## config.mk

```make
export PLATFORM = sky130hd
export DESIGN_NAME = imm_encoder_flat
export DESIGN_NICKNAME = d
export VERILOG_FILES = /design/src/rtl/imm_encoder_if.sv /design/src/rtl/imm_encoder.sv /design/src/flat_wrapper.sv
export SDC_FILE = /design/constraint.sdc
export NUM_CORES = 1
export LEC_CHECK = 0
export ABC_AREA = 1
export CORE_MARGIN = 3
export CORE_UTILIZATION = 56
export CTS_BUF_LIST = sky130_fd_sc_hd__clkbuf_2 sky130_fd_sc_hd__clkbuf_4 sky130_fd_sc_hd__clkbuf_8
export DETAILED_ROUTE_END_ITERATION = 12
export PLACE_DENSITY = 0.95
export SYNTH_ARGS = -nofsm -noshare
export SYNTH_HDL_FRONTEND = slang
export SYNTH_SLANG_ARGS = --single-unit
```

## constraint.sdc

```tcl
create_clock -name clk -period 2.48 [get_ports clk]
set_input_delay 0.496 -clock clk [delete_from_list [all_inputs] [get_ports clk]]
set_output_delay 0.496 -clock clk [all_outputs]
set_load 0.005 [all_outputs]
```

## src/rtl/imm_encoder_if.sv

```systemverilog
// Handshake and payload bundle for the immediate encoder: input item side and result side.
interface imm_encoder_if;
  logic        in_valid;
  logic        in_ready;
  logic [2:0]  in_type;
  logic [31:0] in_imm;
  logic [31:0] in_base;
  logic        out_valid;
  logic        out_ready;
  logic [31:0] out_instr;
  logic        out_err;

  modport master (
    output in_valid, in_type, in_imm, in_base, out_ready,
    input  in_ready, out_valid, out_instr, out_err
  );

  modport slave (
    input  in_valid, in_type, in_imm, in_base, out_ready,
    output in_ready, out_valid, out_instr, out_err
  );
endinterface

```

## src/rtl/imm_encoder.sv

```systemverilog
// Two-stage pipelined immediate encoder: scatters a 32-bit immediate into the
// B/I/S/U/J bit positions of a base instruction, flagging unrepresentable values.
module imm_encoder #(
  parameter int unsigned ERR_CNT_W = 16
) (
  input  logic                 clk,
  input  logic                 rst_n,
  input  logic                 flush,
  imm_encoder_if.slave         bus,
  output logic [ERR_CNT_W-1:0] err_count
);

  localparam logic [2:0] TYPE_B = 3'd0;
  localparam logic [2:0] TYPE_I = 3'd1;
  localparam logic [2:0] TYPE_S = 3'd2;
  localparam logic [2:0] TYPE_U = 3'd3;
  localparam logic [2:0] TYPE_J = 3'd4;

  logic        s1_valid;
  logic [2:0]  s1_type;
  logic [31:0] s1_imm;
  logic [31:0] s1_base;

  logic        s2_valid;
  logic [31:0] s2_instr;
  logic        s2_err;

  logic        s2_load;
  logic        accept;
  logic        out_xfer;
  logic [31:0] enc_instr;
  logic        enc_err;

  assign s2_load      = !s2_valid || bus.out_ready;
  assign bus.in_ready = rst_n && !flush && (!s1_valid || s2_load);
  assign accept       = bus.in_valid && bus.in_ready;
  assign out_xfer     = s2_valid && bus.out_ready;

  assign bus.out_valid = s2_valid;
  assign bus.out_instr = s2_instr;
  assign bus.out_err   = s2_err;

  // Placement and range check for the item held in S1; errored items keep the truncated placement.
  always_comb begin
    enc_instr = s1_base;
    enc_err   = 1'b0;
    case (s1_type)
      TYPE_I: begin
        enc_instr = {s1_imm[11:0], s1_base[19:0]};
        enc_err   = !((&s1_imm[31:11]) || !(|s1_imm[31:11]));
      end
      TYPE_S: begin
        enc_instr = {s1_imm[11:5], s1_base[24:12], s1_imm[4:0], s1_base[6:0]};
        enc_err   = !((&s1_imm[31:11]) || !(|s1_imm[31:11]));
      end
      TYPE_B: begin
        enc_instr = {s1_imm[12], s1_imm[10:5], s1_base[24:12], s1_imm[4:1],
                     s1_imm[11], s1_base[6:0]};
        enc_err   = s1_imm[0] || !((&s1_imm[31:12]) || !(|s1_imm[31:12]));
      end
      TYPE_U: begin
        enc_instr = {s1_imm[31:12], s1_base[11:0]};
        enc_err   = |s1_imm[11:0];
      end
      TYPE_J: begin
        enc_instr = {s1_imm[20], s1_imm[10:1], s1_imm[11], s1_imm[19:12], s1_base[11:0]};
        enc_err   = s1_imm[0] || !((&s1_imm[31:20]) || !(|s1_imm[31:20]));
      end
      default: begin
        enc_instr = s1_base;
        enc_err   = 1'b1;
      end
    endcase
  end

  // Pipeline registers and saturating error counter; flush drops both stages without counting.
  always_ff @(posedge clk) begin
    if (!rst_n) begin
      s1_valid  <= 1'b0;
      s1_type   <= 3'd0;
      s1_imm    <= 32'd0;
      s1_base   <= 32'd0;
      s2_valid  <= 1'b0;
      s2_instr  <= 32'd0;
      s2_err    <= 1'b0;
      err_count <= '0;
    end else if (flush) begin
      s1_valid <= 1'b0;
      s2_valid <= 1'b0;
    end else begin
      if (out_xfer && s2_err && !(&err_count)) begin
        err_count <= err_count + ERR_CNT_W'(1);
      end
      if (s2_load) begin
        s2_valid <= s1_valid;
        if (s1_valid) begin
          s2_instr <= enc_instr;
          s2_err   <= enc_err;
        end
      end
      if (accept) begin
        s1_valid <= 1'b1;
        s1_type  <= bus.in_type;
        s1_imm   <= bus.in_imm;
        s1_base  <= bus.in_base;
      end else if (s2_load) begin
        s1_valid <= 1'b0;
      end
    end
  end

endmodule

```

## src/flat_wrapper.sv

```systemverilog
// flat-port wrapper written by rule: the top's interface ports become plain ports
module imm_encoder_flat 
#(
  parameter int unsigned ERR_CNT_W = 16
)
  (clk, rst_n, flush, err_count, bus_in_valid, bus_in_type, bus_in_imm, bus_in_base, bus_out_ready, bus_in_ready, bus_out_valid, bus_out_instr, bus_out_err);
  imm_encoder_if bus_i ();
  input  logic clk;
  input  logic rst_n;
  input  logic flush;
  output logic [ERR_CNT_W-1:0] err_count;
  input wire logic [$bits(bus_i.in_valid)-1:0] bus_in_valid;
  input wire logic [$bits(bus_i.in_type)-1:0] bus_in_type;
  input wire logic [$bits(bus_i.in_imm)-1:0] bus_in_imm;
  input wire logic [$bits(bus_i.in_base)-1:0] bus_in_base;
  input wire logic [$bits(bus_i.out_ready)-1:0] bus_out_ready;
  output wire logic [$bits(bus_i.in_ready)-1:0] bus_in_ready;
  output wire logic [$bits(bus_i.out_valid)-1:0] bus_out_valid;
  output wire logic [$bits(bus_i.out_instr)-1:0] bus_out_instr;
  output wire logic [$bits(bus_i.out_err)-1:0] bus_out_err;
  assign bus_i.in_valid = bus_in_valid;
  assign bus_i.in_type = bus_in_type;
  assign bus_i.in_imm = bus_in_imm;
  assign bus_i.in_base = bus_in_base;
  assign bus_i.out_ready = bus_out_ready;
  assign bus_in_ready = bus_i.in_ready;
  assign bus_out_valid = bus_i.out_valid;
  assign bus_out_instr = bus_i.out_instr;
  assign bus_out_err = bus_i.out_err;
  imm_encoder #(.ERR_CNT_W(ERR_CNT_W)) u_core (.clk(clk), .rst_n(rst_n), .flush(flush), .bus(bus_i), .err_count(err_count));
endmodule
```

## Yosys cells after proc, flatten, opt, wreduce, memory -nomap -nowiden

Index checks and enable logic that the tools add are counted.

- Add/subtract/negate cells: 1
- Equal/unequal tests: 4
- Multiplexer cells: 4
- Bitwise gates (word level): 2
- Reductions and logical operators: 38

Operators with widths:

| operator | count |
|---|---|
| one-hot mux 32 bit (5 select lines) | 1 |
| OR reduction 12 bit | 2 |
| AND reduction 21 bit | 1 |
| OR reduction 21 bit | 1 |
| AND reduction 20 bit | 1 |
| OR reduction 20 bit | 1 |
| adder 16 x 1 -> 16 bit (second input constant) | 1 |
| AND reduction 16 bit | 1 |
| AND reduction 12 bit | 1 |
| zero test 1 bit | 10 |
| logical OR 1 bit | 7 |
| == test 3 x 2 -> 1 bit (second input constant) | 2 |
| logical AND 1 bit | 6 |
| one-hot mux 1 bit (4 select lines) | 1 |
| AND reduction 2 bit | 2 |
| OR reduction 2 bit | 2 |
| == test 3 x 1 -> 1 bit (second input constant) | 1 |
| == test 3 bit (second input constant) | 1 |
| zero test 3 bit | 1 |
| AND reduction 3 bit | 1 |
| 2-to-1 mux 1 bit | 2 |
| inverter 1 bit | 2 |
| nonzero test 2 bit | 1 |

- Register bits after elaboration: 118
- Output and inout port bits: 51
- Logic and storage cells: 57

## Longest topological paths before layout

- Word-level depth: 6
- Depth in mapped cells: 12

## Least setup slack after synthesis

No wires, ideal clock.

- Kind: input -> output
- Start point: input rst_n
- End point: output bus_in_ready
- Arrival: 1,127 ps
- Required time: 1,984 ps
- Path slack: 857 ps
- Stages on the path: 6
- Buffers on the path: 2
- Path through: buf_4 > inv_2 > nor2_1 > nand2_1 > inv_2 > buf_2

- Cells in the longest elaborated chain, start to end: 2

RTL lines:

| what | line | text |
|---|---|---|
| start: declaration | flat_wrapper.sv:9 | `input logic rst_n;` |
| logical AND 1 bit (2 in series) | imm_encoder.sv:35 | `assign bus.in_ready = rst_n && !flush && (!s1_valid \|\| s2_load);` |
| end: declaration | flat_wrapper.sv:17 | `output wire logic [$bits(bus_i.in_ready)-1:0] bus_in_ready;` |

No other way between the ends.

## Worst setup path in the final report

- Start point: input bus_out_ready
- End point: output bus_in_ready

- Cells in the longest elaborated chain, start to end: 3

RTL lines:

| what | line | text |
|---|---|---|
| start: declaration | flat_wrapper.sv:16 | `input wire logic [$bits(bus_i.out_ready)-1:0] bus_out_ready;` |
| logical OR 1 bit | imm_encoder.sv:34 | `assign s2_load = !s2_valid \|\| bus.out_ready;` |
| logical OR 1 bit | imm_encoder.sv:35 |  |
| logical AND 1 bit | imm_encoder.sv:35 |  |

No other way between the ends.

==> impl_metrics.json <==
{
  "status": "completed",
  "worstSetupPathType": "input pin to primary output",
  "first_pass_iters": 7,
  "min_period_over_period": 0.9496,
  "die_h_um": 102.6,
  "grt_pass1_wl_um": 23810,
  "yosysSeqAreaShare": 0.4520,
  "cts_resized": 0,
  "drc": 0,
  "wire_per_inst_um": 15.77,
  "critPathSlowestCell": "clkdlybuf4s50_1",
  "worst_setup_path_start_kind": "input pin",
  "clk_pin_slew_worst_paths_ps": 70,
  "post-cts-setup-buffer-count": 0,
  "detail-route-antenna-nets": 0,
  "insertion_delay_ps": 430,
  "drive_above_1_share": 0.08541,
  "diodes": 0,
  "slew_headroom": 0.5108,
  "synth-edff-count": 0,
  "synth-main-ff-cell": "dfxtp_1",
  "finalMaxSlewViolations": 0,
  "min_path_type": "input pin to flop",
  "p_leak_nw": 2.514,
  "synth_area_leaders": "dfxtp_1 45%, a21oi_1 11%, o21ai_0 8.3%",
  "drtIter0Drc": 434,
  "coreArea_um2": 8891,
  "path_cells": "clkdlybuf4s50_1 > nor2_1 > nand2_1 > nand2_1 > inv_2 > clkdlybuf4s50_1",
  "cts_tree": "done",
  "maxCapViolCount": 0,
  "fin_area_um2": 6864,
  "die_w_um": 102.6,
  "tns_ps": 0,
  "fin_skew_ps": 11.39,
  "holdBufCountCts": 0,
  "vias_per_cell": 5.711,
  "track_usage": 0.2896,
  "hpwl_um": 10520,
  "setup-violations-final": 0,
  "antenna_found_initial": 0,
  "arrival_ps": 1860,
  "grt_max_degree": 81,
  "multi_input_area_um2": 2380,
  "rsz0062_at_grt": "false",
  "grt_pass1_vias": 5202,
  "vdd_drop_max_mv": 0.3804,
  "grt_overflow": 0,
  "io_pins": 123,
  "synth_top_area_frac": 0.4520,
  "endpoint_kind": "primary output",
  "cts_root_buffer": "clkbuf_8",
  "wl_um": 14990,
  "worstMarginPinSlew_ps": 733.0,
  "path_buf_inv": 3,
  "ys_warn_count": 0,
  "clockBufferDepth": 2,
  "vias": 5431,
  "cts_buffers": 17,
  "die_area_um2": 10530,
  "area.sequential_um2": 2362,
  "netlist_instances": 719,
  "ys_seq_elements": 118,
  "period_needed_ps": 2355,
  "syn_area_um2": 5226,
  "cp_max_fo": 3,
  "area_growth_pct": 31.34,
  "rr_startpoint": "u_core.s1_type[1]",
  "clock_sinks": 118,
  "cts-htree-levels": 4,
  "synth_nets": 792,
  "crit_start": "bus_out_ready",
  "synth_top_area_cell": "dfxtp_1",
  "hold_start": "rst_n",
  "fmaxAchievable_mhz": 424.6,
  "fillCellCount": 645,
  "postPlaceCellArea_um2": 6486,
  "critPathRequiredTime_ps": 1980,
  "avgSynthCellArea_um2": 7.269,
  "row_count": 34,
  "crit_family": "buffers and inverters",
  "crit_cells": 6,
  "p_per_area_nw_per_um2": 595.6,
  "async_reset_ff_frac": 0,
  "max_stage_delay_ps": 450,
  "finalHoldViolCount": 0,
  "final_nets": 903,
  "holdPathStages": 5,
  "io_buffers": 122,
  "ff2ff_path_depth": 9,
  "place.gp.congestion": 0.8850,
  "synth_cell_type_count": 30,
  "initial_utilization": 0.5878
}
## per-stage QoR
stage / util / setup slack (ps) / instances / power (W) / hold slack [ps]
floorplan: - / 857.3 / 719 / 0.002231 / 429.1
global placement: 0.7295 / 170.2 / 919 / 0.002412 / 438.9
detailed placement: 0.7295 / 127.4 / 919 / 0.002428 / 447.8
CTS: 0.7720 / 114.0 / 951 / 0.004075 / 437.4
global route: 0.7720 / 78.11 / 951 / 0.004224 / 432.0
finish: 0.7720 / 125.1 / 951 / 0.004088 / 457.8
## cells in the mapped netlist (4+ instances only)
master	n
dfxtp_1	118
nand2_1	115
a21oi_1	111
o21ai_0	87
inv_1	73
nor2_1	63
nand3_1	40
clkbuf_1	22
buf_2	13
a21oi_2	9
a211oi_1	8
a31oi_1	7
inv_2	5
nand4_1	5
o21bai_1	5
a22oi_1	4
nand2_2	4
nor2_2	4
nor3_1	4
xnor2_1	4
## kinds of logic after synthesis
kind of cell / after synthesis / synth area share
DFF: 118 / 0.4520
AOI/OAI and AO/OA: 233 / 0.2408
adders and majority gates: 1 / 0.002394
xor gates and xnor gates: 7 / 0.01173
and+or+nand+nor: 242 / 0.1994
buffers and inverters: 118 / 0.09361
## cells in the final DEF (no fill, tap or decap)
cell and instances:
clkdlybuf4s50_1 121, dfxtp_1 118, nand2_1 115, a21oi_1 111, o21ai_0 87, inv_1 73
nor2_1 63, nand3_1 40, clkbuf_8 17, a21oi_2 9, a211oi_1 8, buf_4 8
a31oi_1 7, clkinvlp_4 6, inv_6 6, inv_2 5, nand4_1 5, o21bai_1 5
nand2_2 4, xnor2_1 4, nor2_2 4, a22oi_1 4, nor2_4 3, nor3_1 3
xor2_1 3, nand2_4 2, buf_12 2, a21boi_0 1, nand3_2 1, or2_0 1
nor3_2 1, o211a_1 1, ha_1 1, inv_8 1, bufinv_16 1, clkinv_2 1
buf_2 1
## state kept, by name, summed over array words and instances, names as in the netlist
register and flops:
u_core.s1_type 3, u_core.bus.out_err 1, u_core.bus.out_valid 1, u_core.s1_imm 32, u_core.s1_base 32, u_core.s1_valid 1, u_core.bus.out_instr 32, u_core.err_count 16
## worst min-delay path, delay by kind of cell
kind          cells  cell delay (ps)
buf+inv           3              260
simple gates      2               90
## per-layer routing
| layer | track usage | vias up | wire length [um] |
|---|---|---|---|
| li1 | - | 2602 | - |
| met1 | 0.3492 | 2525 | 5998 |
| met4 | 0.1150 | 0 | 379 |
| met2 | 0.4816 | 265 | 7462 |
| met5 | 0 | - | 0 |
| met3 | 0.09066 | 39 | 1153 |
## final timing paths
check / endpoint / slack [ps]
max: bus_in_ready / 130
min: u_core.bus.out_valid / 460
max reg2reg: u_core.bus.out_instr[28] / 680
min reg2reg: u_core.s1_base[2] / 460
## cell type report
cell class | instances | area share
Sequential cell | 118 | 0.3441
Tap cell | 108 | 0.01969
Clock inverter | 15 | 0.02096
Multi-Input combinational cell | 483 | 0.3467
Timing Repair Buffer | 132 | 0.1918
Inverter | 78 | 0.04265
Clock buffer | 17 | 0.03409
## where the power goes
part           internal [W]  switching, W
logic              0.000192      0.000215
registers           0.00195     0.0000384
clock network      0.000813      0.000880
total               0.00295       0.00113
Note: power is estimated with default switching activity, not from simulation.
